$ cat config.mk
export PLATFORM = sky130hd
export DESIGN_NAME = reset_sequencer
export DESIGN_NICKNAME = d
export VERILOG_FILES = /design/src/rtl/reset_seq_pkg.sv /design/src/rtl/reset_sequencer_sync2.sv /design/src/rtl/reset_sequencer.sv
export SDC_FILE = /design/constraint.sdc
export NUM_CORES = 1
export LEC_CHECK = 0
export BUFFER_PORTS_ARGS = -buffer_cell sky130_fd_sc_hd__buf_2
export CELL_PAD_IN_SITES_DETAIL_PLACEMENT = 1
export CELL_PAD_IN_SITES_GLOBAL_PLACEMENT = 1
export CORE_ASPECT_RATIO = 1.4
export CORE_MARGIN = 3
export CORE_UTILIZATION = 44
export CTS_CLUSTER_SIZE = 30
export DETAILED_ROUTE_END_ITERATION = 16
export PLACE_DENSITY_LB_ADDON = 0.1
export SETUP_SLACK_MARGIN = 0.2
export SLEW_MARGIN = 10
export SYNTH_ARGS = -nofsm -noshare
export SYNTH_HDL_FRONTEND = slang
export SYNTH_SLANG_ARGS = --single-unit
$ cat constraint.sdc
create_clock -name clk -period 1.9 [get_ports clk]
set_input_delay 0.57 -clock clk [delete_from_list [all_inputs] [get_ports clk]]
set_output_delay 0.57 -clock clk [all_outputs]
set_load 0.005 [all_outputs]
$ cat src/rtl/reset_seq_pkg.sv
// Purpose: shared types and default constants for the reset sequencer and its users.
// Latency: n/a (package only).
// Backpressure: n/a (package only).
package reset_seq_pkg;

  typedef enum logic [1:0] {
    WAIT_LOCK,
    ASSERT,
    RELEASE,
    RUN
  } state_t;

  localparam int DEF_MIN_ASSERT = 16;
  localparam int DEF_STAGE_GAP  = 8;
  localparam int DEF_NUM_STAGES = 3;

  function automatic int max2(input int a, input int b);
    return (a > b) ? a : b;
  endfunction

endpackage

$ cat src/rtl/reset_sequencer_sync2.sv
// Purpose: 2-flop synchronizer for a single asynchronous level into the clk domain.
// Latency: 2 clk edges from d to q.
// Backpressure: none; q follows d continuously.
// Ports: clk, reset (async active-high, q resets to 0), d (async input), q (synchronized).
module sync2 (
  input  logic clk,
  input  logic reset,
  input  logic d,
  output logic q
);

  logic meta;

  always_ff @(posedge clk or posedge reset) begin
    if (reset) begin
      meta <= 1'b0;
      q    <= 1'b0;
    end else begin
      meta <= d;
      q    <= meta;
    end
  end

endmodule

$ cat src/rtl/reset_sequencer.sv
// Purpose: staged core reset generator driven by PLL lock and reset requests.
// Latency: lock->ASSERT 3 edges; rst_out[0] falls MIN_ASSERT edges after ASSERT entry, then one bit per STAGE_GAP.
// Backpressure: none; reset_req or lock loss aborts any sequence and restarts it.
// Ports: clk, reset (async active-high), pll_locked (async), reset_req (sync level),
//        rst_out[NUM_STAGES] (bit 0 released first), busy (|rst_out), done (1-cycle pulse on last release).
// Optional: define RESET_SEQ_COUNT_EN to add reset_count[7:0], a saturating count of done pulses.
module reset_sequencer
  import reset_seq_pkg::*;
#(
  parameter int NUM_STAGES = DEF_NUM_STAGES,
  parameter int MIN_ASSERT = DEF_MIN_ASSERT,
  parameter int STAGE_GAP  = DEF_STAGE_GAP
) (
  input  logic                  clk,
  input  logic                  reset,
  input  logic                  pll_locked,
  input  logic                  reset_req,
  output logic [NUM_STAGES-1:0] rst_out,
  output logic                  busy,
  output logic                  done
`ifdef RESET_SEQ_COUNT_EN
  ,
  output logic [7:0]            reset_count
`endif
);

  localparam int CW = $clog2(max2(MIN_ASSERT, STAGE_GAP) + 1);
  localparam int IW = (NUM_STAGES > 1) ? $clog2(NUM_STAGES) : 1;

  localparam logic [CW-1:0]         ASSERT_LAST = CW'(MIN_ASSERT - 1);
  localparam logic [CW-1:0]         GAP_LAST    = CW'(STAGE_GAP - 1);
  localparam logic [IW-1:0]         LAST_IDX    = IW'(NUM_STAGES - 1);
  localparam logic [NUM_STAGES-1:0] ALL_ON      = '1;

  logic          lock_s;
  state_t        state;
  logic [CW-1:0] cnt;
  // Index of the stage the next release will clear.
  logic [IW-1:0] idx;

  sync2 u_lock_sync (
    .clk   (clk),
    .reset (reset),
    .d     (pll_locked),
    .q     (lock_s)
  );

  always_ff @(posedge clk or posedge reset) begin
    if (reset) begin
      state   <= WAIT_LOCK;
      cnt     <= '0;
      idx     <= '0;
      rst_out <= ALL_ON;
      busy    <= 1'b1;
      done    <= 1'b0;
    end else begin
      done <= 1'b0;
      if (state == WAIT_LOCK) begin
        rst_out <= ALL_ON;
        busy    <= 1'b1;
        cnt     <= '0;
        if (lock_s) state <= ASSERT;
      end else if (!lock_s) begin
        // Lock loss outranks everything, including a pending request.
        state   <= WAIT_LOCK;
        rst_out <= ALL_ON;
        busy    <= 1'b1;
        cnt     <= '0;
      end else if (reset_req) begin
        // In ASSERT this just pins the counter at 0; elsewhere it aborts,
        // cancelling any release that would have happened on this edge.
        state   <= ASSERT;
        rst_out <= ALL_ON;
        busy    <= 1'b1;
        cnt     <= '0;
      end else begin
        case (state)
          ASSERT: begin
            if (cnt == ASSERT_LAST) begin
              cnt <= '0;
              if (NUM_STAGES == 1) begin
                state   <= RUN;
                rst_out <= '0;
                busy    <= 1'b0;
                done    <= 1'b1;
              end else begin
                state   <= RELEASE;
                rst_out <= rst_out << 1;
                idx     <= IW'(1);
              end
            end else begin
              cnt <= cnt + 1'b1;
            end
          end
          RELEASE: begin
            if (cnt == GAP_LAST) begin
              cnt     <= '0;
              // Released bits are low, so shifting zeros in clears exactly one more stage.
              rst_out <= rst_out << 1;
              if (idx == LAST_IDX) begin
                state <= RUN;
                busy  <= 1'b0;
                done  <= 1'b1;
              end else begin
                idx <= idx + 1'b1;
              end
            end else begin
              cnt <= cnt + 1'b1;
            end
          end
          default: begin
            // RUN: outputs hold their released values.
          end
        endcase
      end
    end
  end

`ifdef RESET_SEQ_COUNT_EN
  always_ff @(posedge clk or posedge reset) begin
    if (reset) begin
      reset_count <= 8'd0;
    end else if (done && (reset_count != 8'hFF)) begin
      reset_count <= reset_count + 8'd1;
    end
  end
`endif

endmodule

; After elaboration in Yosys (flattened, before gate mapping)
; Index checks and enable logic that the tools add are counted.
[word_totals]
regBits = 16
[classes]
n_addsub = 2
n_reduce_logical = 6
n_eq_ne = 16
n_mux = 36
n_bitwise = 2
[op_table]
columns = op, n
row1 = two-way mux 5 bit, 5
row2 = two-way mux 2 bit, 10
row3 = "inequality test 5 bit, second input constant", 4
row4 = two-way mux 3 bit, 5
row5 = two-way mux 1 bit, 12
row6 = "inequality test 4 bit, second input constant", 3
row7 = case mux 5 bit (2 select lines), 1
row8 = case mux 2 bit (2 select lines), 2
row9 = AND reduction 7 bit, 1
row10 = "inequality test 2 bit, second input constant", 3
row11 = case mux 3 bit (2 select lines), 1
row12 = AND reduction 3 bit, 2
row13 = "adder 5 x 1 -> 5 bit, second input constant", 1
row14 = "equality test 5 x 3 -> 1 bit, second input constant", 1
row15 = "equality test 5 x 4 -> 1 bit, second input constant", 1
row16 = AND reduction 5 bit, 1
row17 = "equality test 2 bit, second input constant", 2
row18 = "adder 2 x 1 -> 2 bit, second input constant", 1
row19 = "equality test 2 x 1 -> 1 bit, second input constant", 1
row20 = logical NOT 2 bit, 1
row21 = "inequality test 2 x 1 -> 1 bit, second input constant", 1
row22 = inverter 1 bit, 2
row23 = nonzero test 2 bit, 1

; Depth between registers and ports, before layout
; Gate-level depths: netlist of run 1.
[logic_depth]
word_depth = 7
ltp_mapped = 8
mapped_depth_nobuf = 8

; Cells and area by module
; A second synthesis of run 1 with hierarchy kept.
[unflattened]
hier_cells = 85
hier_area_um2 = 869.6
[modules_own_cells]
columns = module, instances, area_each_um2, cells_each, seq_area_each_um2
row1 = reset_sequencer, 1, 815.8, 82, 355.3
row2 = sync2, 1, 53.8, 3, 50.0

; Worst setup path before layout of run 1
; Ideal clock, no wire load.
[synth_timing]
path_type = register to register
from = reg cnt[0]
to = reg idx[1]
stages_incl_launch_ff = 8
required_time_ps = 1779
t_arrival_ps = 1530
path_buffers = 0
slack_ps = 249
setup_time_ps = 121
path_cell_list = dfrtp_1 -> ha_1 -> nand3_1 -> inv_1 -> ha_1 -> nand2b_1 -> and4_4 -> a22o_1
[synth_between]
elab_chain_len = 3
word_cells_on_any_way = 5
[synth_rtl]
columns = element, line_no
row1 = "start, declared", reset_sequencer.sv:37  ; logic [CW-1:0] cnt;
row2 = "start signal, assigned", reset_sequencer.sv:92  ; cnt <= cnt + 1'b1;
row3 = "start signal, assigned", reset_sequencer.sv:108  ; cnt <= cnt + 1'b1;
row4 = equality test 5 x 3 -> 1 bit or equality test 5 x 4 -> 1 bit (tied branches), "reset_sequencer.sv:96, reset_sequencer.sv:79"
row5 = inequality test 2 bit (no source line), n/a
row6 = AND reduction 7 bit (no source line) (*), n/a
row7 = "end signal, assigned", reset_sequencer.sv:105  ; idx <= idx + 1'b1;
row8 = "end, declared", reset_sequencer.sv:39  ; logic [IW-1:0] idx;
; Mark *: on every way between the ends. The rest lies on a longest branch, timed or not.
; A chain may end at the register's enable or synchronous reset.

; Worst setup path after layout of run 1
[layout_timing]
from = reg cnt[0]
to = reg cnt[3]
[layout_between]
elab_chain_len = 6
word_cells_on_any_way = 9
[layout_rtl]
columns = element, line_no
row1 = adder 5 x 1 -> 5 bit (tied with other cells), "reset_sequencer.sv:92, reset_sequencer.sv:108"
row2 = "two-way mux 5 bit, on equally long branches", "reset_sequencer.sv:96, reset_sequencer.sv:79"
row3 = case mux 5 bit (2 select lines) (*), reset_sequencer.sv:77  ; case (state)
row4 = two-way mux 5 bit (*), reset_sequencer.sv:69  ; end else if (reset_req) begin
row5 = two-way mux 5 bit (*), reset_sequencer.sv:63  ; end else if (!lock_s) begin
row6 = two-way mux 5 bit (*), reset_sequencer.sv:58  ; if (state == WAIT_LOCK) begin
; Marked as above.

==> impl_metrics.toml, run 1 <==
[run_status]
status = "finished, final reports clean"

[clock_network]
numCtsBuffers = 3
clock-sinks = 16
tritoncts = "done"
clock_path_buffers = 2
clock-root-buffer = "clkbuf_4"
insertion_delay_ns = 0.29
cts.htree.levels = 1
clk_transition_reported_paths_ns = 0.09

[timing]
worst_slew_pin_slew_ns = 0.590
setup_viol = 0
final.setup_skew_ns = 0.00499
fin_crit_sh_pct = 85.4
rsz0062_at_grt = "yes"
min_period_ns = 1.62
final_hold_viol_count = 0
drv_slew = 0
fmax_mhz = 616
slew_headroom_pct = 60.6
finalSetupTns_ns = 0

[synthesis]
synth_seq_area_share_pct = 45.3
netlist_top_cells_count = "dfrtp_1 (12), inv_1 (9), ha_1 (7), nand2_1 (7), nor2_1 (6)"
synth_top_area_share_pct = 33.6
synth_cell_types = 33
synth.area.top_cells = "dfrtp_1 (34%), dfstp_2 (12%), ha_1 (9.8%)"
synth_edf_count = 0
ys.flop_type = "dfrtp_1"
synth_nets = 95
syn-mean-instance-area_sq_um = 10.7
yosysMostFrequentCell = "dfrtp_1"
synth-seq-cells = 16
netlist_instances = 84
yosys.area.top_type = "dfrtp_1"
yosys_warnings = 0
synth_area_sq_um = 895
async_reset_ff_share_pct = 100

[pwr]
power_frac_comb_pct = 49.7
power.switching_uw = 501
powerDensity_nw_per_um2 = 1120
power.share.clock_pct = 15.6
swShare_pct = 41.3
p_leak_uw = 0.000508
seqPwrFrac_pct = 34.8
vdd_drop_max_v = 0.000618
p_int_uw = 713

[hold_path]
worstHoldPathType = "input port to async pin"

[placement]
portBuffers = 8
gp_congestion = 0.739
hpwl_mm = 1.58

[final_layout]
n_antenna_cell = 0
area_growth_pct = 20.8
fill_cells = 203
utilization_pct = 58.5
fin_nets = 113
layout-drive-gt1-share_pct = 36.6
multi_input_area_sq_um = 505
regArea_sq_um = 405

[floorplan]
fp.coreArea_sq_um = 1850
die_x_um = 44.1
rows = 18
initial_utilization_pct = 48.4
die_area_sq_um = 2620
pin_count = 9
die_height_um = 59.4

[detailed_routing]
routed_wl_mm = 2.10
drtIter0Drc = 5
vias = 683
drc = 0
viasPerCell = 5.64
postRouteAntennaNets = 0
routedWlPerCell_um = 17.4
drt-pass1-iter-count = 4

[worst_setup_path]
arrival_ns = 1.84
critPathSlowestCell = "dfrtp_1"
path_max_fanout = 4
end_kind = "flop"
critPathKind = "flop to flop"
crit_family = "compound AO/OA/AOI/OAI gates"
crit_path_frequent_cell = "ha_4"
cp_num_buf_inv = 1
crit_required_ns = 2.12
crit_chain = "ha_4, nand3_4, inv_2, ha_4, nor2b_4, a211oi_2, o21ai_1, a21oi_1"
slowest_delay_ns = 0.44
worst_setup_path_start_kind = "flop"

[grt]
antenna_found_initial = 0
grt_usage_pct = 17.7
grt_pass1_wl_mm = 3.39
grt_max_degree = 17
grt_pass1_vias = 773
overflow = 0

[run]
drv_cap = 0
final timing paths:
path                       cells after the start  slack [ns]                       start                 endpoint
max                                            8        0.28          cnt[0]$_DFFE_PP0P_       cnt[3]$_DFFE_PP0P_
min                                            2        0.33                       reset       idx[1]$_DFFE_PP0P_
max reg2reg                                    8        0.28          cnt[0]$_DFFE_PP0P_       cnt[3]$_DFFE_PP0P_
min reg2reg                                    0        0.36  u_lock_sync.meta$_DFF_PP0_  u_lock_sync.q$_DFF_PP0_
max in group asynchronous                      2        1.18                       reset       cnt[3]$_DFFE_PP0P_
min in group clk                               0        0.36  u_lock_sync.meta$_DFF_PP0_  u_lock_sync.q$_DFF_PP0_
timing repair:
| action | 4_1_cts | 5_1_grt |
|---|---|---|
| endpoints found under the setup margin | 10 | 10 |
| hold buffers | 0 | 0 |
| resized for setup | 4 | 8 |
| pin swaps | 2 | 4 |
| buffers inserted | 0 | 3 |
cell families (layout without fill, tap and decap cells):
group / count (synthesis) / in the layout / share of synthesized area (%)
flip-flops: 16 / 16 / 45.3
AO/OA/AOI/OAI: 18 / 18 / 15.8
multiplexers: 5 / 5 / 5.59
adder cells (fa/ha/maj): 7 / 7 / 9.79
AND/OR/NAND/NOR: 28 / 28 / 19.2
buffers and inverters: 10 / 27 / 4.33
power by group through the flow:
stage               Combinational [uW]  Clock (uW)  Sequential [uW]
global route                       671         211              428
global placement                   530           0              423
finish                             603         189              422
floorplan                          411           0              416
detailed placement                 544           0              425
CTS                                570         191              422
cell type report:
type	count	area share, %
Clock buffer	4	2.43
Inverter	9	3.12
Multi-Input combinational cell	58	46.8
Sequential cell	16	37.5
Tap cell	20	2.31
Timing Repair Buffer	14	7.87
state kept, by name, summed over array words and instances, names as in the netlist:
register          count
busy                  1
done                  1
u_lock_sync.meta      1
idx                   2
rst_out               3
state                 2
u_lock_sync.q         1
cnt                   5
routing by layer:
| layer | share of wire [%] | routed length [um] | vias up | GRT usage (%) |
|---|---|---|---|---|
| met5 | 0 | 0 | - | 0 |
| met4 | 1.3 | 28 | 0 | 3.88 |
| met3 | 3.5 | 73 | 4 | 3.65 |
| met2 | 56 | 1170 | 11 | 34.8 |
| met1 | 39 | 826 | 343 | 18.5 |
| li1 | - | - | 325 | - |
worst register-to-register path, stage by stage, from the launching register on:
cell and delay, ns:
dfrtp_1 0.44, ha_4 0.20, nand3_4 0.08, inv_2 0.05
ha_4 0.15, nor2b_4 0.13, a211oi_2 0.27, o21ai_1 0.11
a21oi_1 0.13
per-stage QoR:
stage                     hold slack (ns)  power [uW]  area [sq um]  worst slack (ns)  std cells
after CTS                           0.360        1180          1020             0.200        118
after floorplan                     0.331         827           895             0.249         84
after detailed placement            0.339         969           977            0.0648        114
after global placement              0.333         953           977             0.184        114
final                               0.327        1210          1080             0.277        121
after global routing                0.349        1310          1080             0.161        121
cells in the final DEF, fill, tap and decap left out, types with 2 or more instances in the layout:
cell / Yosys / layout
buf_4: 0 / 6
o21ai_0: 2 / 2
ha_4: 0 / 2
nand2_1: 7 / 7
buf_2: 1 / 8
ha_1: 7 / 4
o21ai_1: 2 / 2
nor2_1: 6 / 6
inv_1: 9 / 8
mux2i_1: 5 / 5
nor3_1: 2 / 2
a211oi_1: 2 / 2
a21oi_1: 3 / 3
clkbuf_4: 0 / 3
dfstp_2: 4 / 4
dfrtp_1: 12 / 12
(Power assumes the default switching activity.)
==> inputs of run 2 (changes only) <==
--- a/config.mk
+++ b/config.mk
@@ -10,7 +10,7 @@
 export CELL_PAD_IN_SITES_GLOBAL_PLACEMENT = 1
 export CORE_ASPECT_RATIO = 1.4
 export CORE_MARGIN = 3
-export CORE_UTILIZATION = 44
+export CORE_UTILIZATION = 47
 export CTS_CLUSTER_SIZE = 30
 export DETAILED_ROUTE_END_ITERATION = 16
 export PLACE_DENSITY_LB_ADDON = 0.1
==> constraint.sdc (replaced) <==
create_clock -name clk -period 2.02 [get_ports clk]
set_input_delay 0.606 -clock clk [delete_from_list [all_inputs] [get_ports clk]]
set_output_delay 0.606 -clock clk [all_outputs]
set_load 0.005 [all_outputs]
==> run 2 against run 1 <==
Compared with the run above: routed wire length down 4.0%; via count decreased by 2.9%; highest routed layer unchanged; setup slack better by 0.022 ns.
==> impl_metrics.toml, run 2 (synthesis results as in run 1) <==
[pwr]
power_frac_comb_pct = 49.5
swShare_pct = 40.7
power.switching_uw = 459
power.share.clock_pct = 15.4
p_leak_uw = 0.000492
p_int_uw = 668
seqPwrFrac_pct = 35.1
vdd_drop_max_v = 0.000629
powerDensity_nw_per_um2 = 1100

[grt]
overflow = 0
grt_usage_pct = 17.2
grt_pass1_wl_mm = 3.17
antenna_found_initial = 0
grt_max_degree = 17
grt_pass1_vias = 725

[timing]
fmax_mhz = 581
drv_slew = 0
final_hold_viol_count = 0
finalSetupTns_ns = 0
rsz0062_at_grt = "yes"
final.setup_skew_ns = 0.00688
setup_viol = 0
worst_slew_pin_slew_ns = 0.602
fin_crit_sh_pct = 85.2
slew_headroom_pct = 59.8
min_period_ns = 1.72

[run]
drv_cap = 0

[worst_setup_path]
crit_chain = "ha_4, nand3_1, inv_1, ha_1, nor2b_1, a211oi_2, o21ai_1, a21oi_1"
crit_family = "compound AO/OA/AOI/OAI gates"
slowest_delay_ns = 0.44
ff2ff_path_depth = 8
r2r_start = "cnt[1]$_DFFE_PP0P_"
r2r_setup_slack_ns = 0.30
critPathKind = "flop to flop"
path_max_fanout = 4
critPathSlowestCell = "dfrtp_1"
arrival_ns = 1.93
cp_num_buf_inv = 1
worst_setup_path_start_kind = "flop"
end_kind = "flop"
timing.rr.end = "cnt[3]$_DFFE_PP0P_"
crit_required_ns = 2.23

[final_layout]
final_cells = 118
area_growth_pct = 15.0
final_common_cell = "dfrtp_1"
regMostFlops = "cnt"
top_regs = "cnt: 5 flops, rst_out: 3 flops"
largest_reg_flops = 5
n_antenna_cell = 0
layout-drive-gt1-share_pct = 31.6
mostFrequentLayoutCells = "dfrtp_1 (12), inv_1 (9), buf_2 (8)"
fin_nets = 110

[floorplan]
die_height_um = 57.6
rows = 18
pin_count = 9
fp.coreArea_sq_um = 1780
initial_utilization_pct = 50.3
die_x_um = 42.9
die_area_sq_um = 2470

[placement]
portBuffers = 8
hpwl_mm = 1.44
place_inst = 113
gp_congestion = 0.751

[clock_network]
clk_transition_reported_paths_ns = 0.10
clock_path_buffers = 2
numCtsBuffers = 3
cts_hold_buffers = 0
clock-sinks = 16
insertion_delay_ns = 0.28
tritoncts = "done"
cts.htree.levels = 1
clock-root-buffer = "clkbuf_4"

[hold_path]
worstHoldPathType = "flop to flop"
min-delay-start = "u_lock_sync.meta$_DFF_PP0_"
min_to = "u_lock_sync.q$_DFF_PP0_"
hold_path_depth = 0

[detailed_routing]
viasPerCell = 5.62
drt-pass1-iter-count = 6
drc = 0
vias = 663
routed_wl_mm = 2.02
routedWlPerCell_um = 17.1
postRouteAntennaNets = 0
drtIter0Drc = 11

[run_status]
status = "finished, final reports clean"
## run 2: final cells by class
cell class / count / area, sq um
clock buffer: 4 / 26.3
fill: 197 / 751
inverter: 9 / 33.8
multi-input combinational: 58 / 475
sequential: 16 / 405
tap: 20 / 25.0
timing repair buffer: 11 / 62.6
## run 2: metrics by stage
| step | total power (uW) | worst slack (ns) | utilization, % | hold WS, ns | instance area [sq um] |
|---|---|---|---|---|---|
| finish | 1130 | 0.299 | 57.8 | 0.359 | 1030 |
| global route | 1230 | 0.160 | 57.8 | 0.378 | 1030 |
| CTS | 1090 | 0.224 | 56.1 | 0.364 | 998 |
| detailed placement | 903 | 0.177 | 54.5 | 0.341 | 970 |
| global placement | 884 | 0.286 | 54.5 | 0.337 | 970 |
| floorplan | 778 | 0.369 | - | 0.331 | 895 |
## run 2: power groups by stage
stage          clock (uW)  sequential, uW  combinational, uW
2_1_floorplan           0             391                387
3_3_place_gp            0             397                487
3_5_place_dp            0             398                505
4_1_cts               185             392                514
5_1_grt               200             401                626
6_report              173             395                559
## run 2: worst max-delay path by stage
| stage | from | to | slack [ns] | depth (start not counted) |
|---|---|---|---|---|
| after detailed placement | cnt[0]$_DFFE_PP0P_ | state[0]$_DFFE_PP0P_ | 0.18 | 8 |
| after global routing | cnt[0]$_DFFE_PP0P_ | cnt[3]$_DFFE_PP0P_ | 0.16 | 8 |
| after global placement | cnt[0]$_DFFE_PP0P_ | cnt[3]$_DFFE_PP0P_ | 0.29 | 8 |
| final | cnt[1]$_DFFE_PP0P_ | cnt[3]$_DFFE_PP0P_ | 0.30 | 8 |
| after floorplan | cnt[0]$_DFFE_PP0P_ | idx[1]$_DFFE_PP0P_ | 0.37 | 7 |
| after CTS | cnt[0]$_DFFE_PP0P_ | cnt[3]$_DFFE_PP0P_ | 0.22 | 8 |
## run 2: repair_timing
| item | CTS | global route |
|---|---|---|
| endpoints found under the setup margin | 1 | 11 |
| hold endpoints to repair | 0 | 0 |
| gates resized for setup | 1 | 5 |
| pin swaps | 0 | 2 |
| setup buffers | 0 | 1 |
## run 2: layer usage
layer | vias to the layer above | routed length [um] | GRT usage [%]
li1 | 320 | - | -
met1 | 334 | 797 | 18.4
met2 | 7 | 1150 | 32.6
met3 | 2 | 47 | 1.86
met4 | 0 | 19 | 8.00
met5 | - | 0 | 0
==> inputs of run 3 (changes only) <==
--- a/config.mk
+++ b/config.mk
@@ -13,7 +13,7 @@
 export CORE_UTILIZATION = 47
 export CTS_CLUSTER_SIZE = 30
 export DETAILED_ROUTE_END_ITERATION = 16
-export PLACE_DENSITY_LB_ADDON = 0.1
+export PLACE_DENSITY = 0.76
 export SETUP_SLACK_MARGIN = 0.2
 export SLEW_MARGIN = 10
 export SYNTH_ARGS = -nofsm -noshare
==> run 3 against run 2 <==
Compared with the run above: clock skew increased by 0.00099 ns; global-route usage up 0.42 points; sequential share of layout area decreased by 1.0 points; fmax shrank 3.5%; die area is the same; setup slack lost 0.063 ns; final area up 2.7%; largest cell class unchanged; via count is 4.2% higher; largest power group unchanged; core utilization is 1.5 points higher.
==> impl_metrics.toml, run 3 (synthesis results as in run 1) <==
[pwr]
swShare_pct = 41.7
power_frac_comb_pct = 48.4
power.share.clock_pct = 19.0
seqPwrFrac_pct = 32.7
p_int_uw = 706
power_uw = 1210
powerDensity_nw_per_um2 = 1150
vdd_drop_max_v = 0.000805
power.switching_uw = 504
p_leak_uw = 0.000505

[placement]
hpwl_mm = 1.47
gp_congestion = 0.740
place_inst = 113
portBuffers = 8

[detailed_routing]
postRouteAntennaNets = 0
drc = 0
viasPerCell = 5.81
drt-pass1-iter-count = 4
vias = 691
routed_wl_mm = 2.11
drtIter0Drc = 8
routedWlPerCell_um = 17.7

[floorplan]
die_height_um = 57.6
die_area_sq_um = 2470
pin_count = 9
initial_utilization_pct = 50.3
rows = 18
fp.coreArea_sq_um = 1780
die_x_um = 42.9

[clock_network]
tritoncts = "done"
clock-root-buffer = "clkbuf_4"
numCtsBuffers = 3
clk_transition_reported_paths_ns = 0.11
clock-sinks = 16
cts.htree.levels = 1
insertion_delay_ns = 0.31
clock_path_buffers = 2

[final_layout]
final_cells = 119
area_growth_pct = 18.0
final_common_cell = "dfrtp_1"
top_regs = "cnt: 5 flops, rst_out: 3 flops"
fill_cells = 204
layout-drive-gt1-share_pct = 35.4
largest_reg_flops = 5
mostFrequentLayoutCells = "dfrtp_1 (12), inv_1 (9), buf_2 (8)"
n_antenna_cell = 0
fin_nets = 111
utilization_pct = 59.4
regMostFlops = "cnt"

[timing]
worst_slew_pin_slew_ns = 0.617
final_hold_viol_count = 0
slew_headroom_pct = 58.8
fmax_mhz = 561
whs_ns = 0.348
setup_viol = 0
fin_crit_sh_pct = 88.3
rsz0062_at_grt = "no"
finalSetupTns_ns = 0
final.setup_skew_ns = 0.00786
drv_slew = 0
min_period_ns = 1.78

[worst_setup_path]
critPathSlowestCell = "dfrtp_1"
crit_required_ns = 2.25
timing.rr.end = "state[0]$_DFFE_PP0P_"
worst_setup_path_start_kind = "flop"
ff2ff_path_depth = 8
arrival_ns = 2.01
r2r_start = "cnt[0]$_DFFE_PP0P_"
critPathKind = "flop to flop"
end_kind = "flop"
crit_chain = "ha_2, nand3_2, inv_1, ha_1, nand2b_4, a21oi_2, a311oi_2, mux2i_1"
path_max_fanout = 5
slowest_delay_ns = 0.40
r2r_setup_slack_ns = 0.24

[hold_path]
worstHoldPathType = "input port to async pin"

[grt]
grt_pass1_wl_mm = 3.22
antenna_found_initial = 0
grt_usage_pct = 17.6
grt_pass1_vias = 711
overflow = 0
grt_max_degree = 17

[run_status]
status = "finished, final reports clean"

[run]
drv_cap = 0
## run 3: stage by stage
stage          area (sq um)  setup slack, ns
2_1_floorplan           895            0.369
3_3_place_gp            970            0.298
3_5_place_dp            970            0.200
4_1_cts                1010            0.219
5_1_grt                1060            0.183
6_report               1060            0.236
## run 3: power by group through the flow
stage                     Clock [uW]  Sequential [uW]  Combinational [uW]
after floorplan                    0              391                 387
after global placement             0              397                 488
after detailed placement           0              401                 504
after CTS                        234              394                 527
after global routing             248              400                 638
final                            230              395                 585
## run 3: layer usage
layer / wire, um / part of all wire, % / vias to the layer above / global-route usage (%)
met5: 0 / 0 / - / 0
met4: 49 / 2.3 / 0 / 10.7
met3: 40 / 1.9 / 5 / 2.80
met2: 1230 / 58 / 8 / 31.8
met1: 787 / 37 / 356 / 18.7
li1: - / - / 322 / -
## run 3: worst max-delay path, delay by kind of cell, from the launching register on
kind,cells,cell delay (ns)
flip-flops,1,0.40
AO/OA/AOI/OAI,2,0.33
adder cells (fa/ha/maj),2,0.40
AND/OR/NAND/NOR,2,0.27
buffers and inverters,1,0.07
multiplexers,1,0.23
## run 3: what timing repair did
item                                    4_1_cts  5_1_grt
pin swaps                                     1        2
hold buffers                                  0        0
buffers inserted                              0        2
endpoints found under the setup margin        4       11
gates resized for setup                       1        8
## run 3: layout make-up
cell class,instances,area [sq um],area share (%)
clock buffer,4,36.3,3.44
inverter,9,33.8,3.20
multi-input combinational,58,485,46.0
sequential,16,405,38.4
tap,20,25.0,2.37
timing repair buffer,12,70.1,6.64
## run 3: how the worst max path moves through the flow
stage	to	from
floorplan	idx[1]$_DFFE_PP0P_	cnt[0]$_DFFE_PP0P_
global placement	cnt[3]$_DFFE_PP0P_	cnt[0]$_DFFE_PP0P_
detailed placement	cnt[3]$_DFFE_PP0P_	cnt[0]$_DFFE_PP0P_
CTS	state[0]$_DFFE_PP0P_	cnt[0]$_DFFE_PP0P_
global route	state[0]$_DFFE_PP0P_	cnt[0]$_DFFE_PP0P_
finish	state[0]$_DFFE_PP0P_	cnt[0]$_DFFE_PP0P_
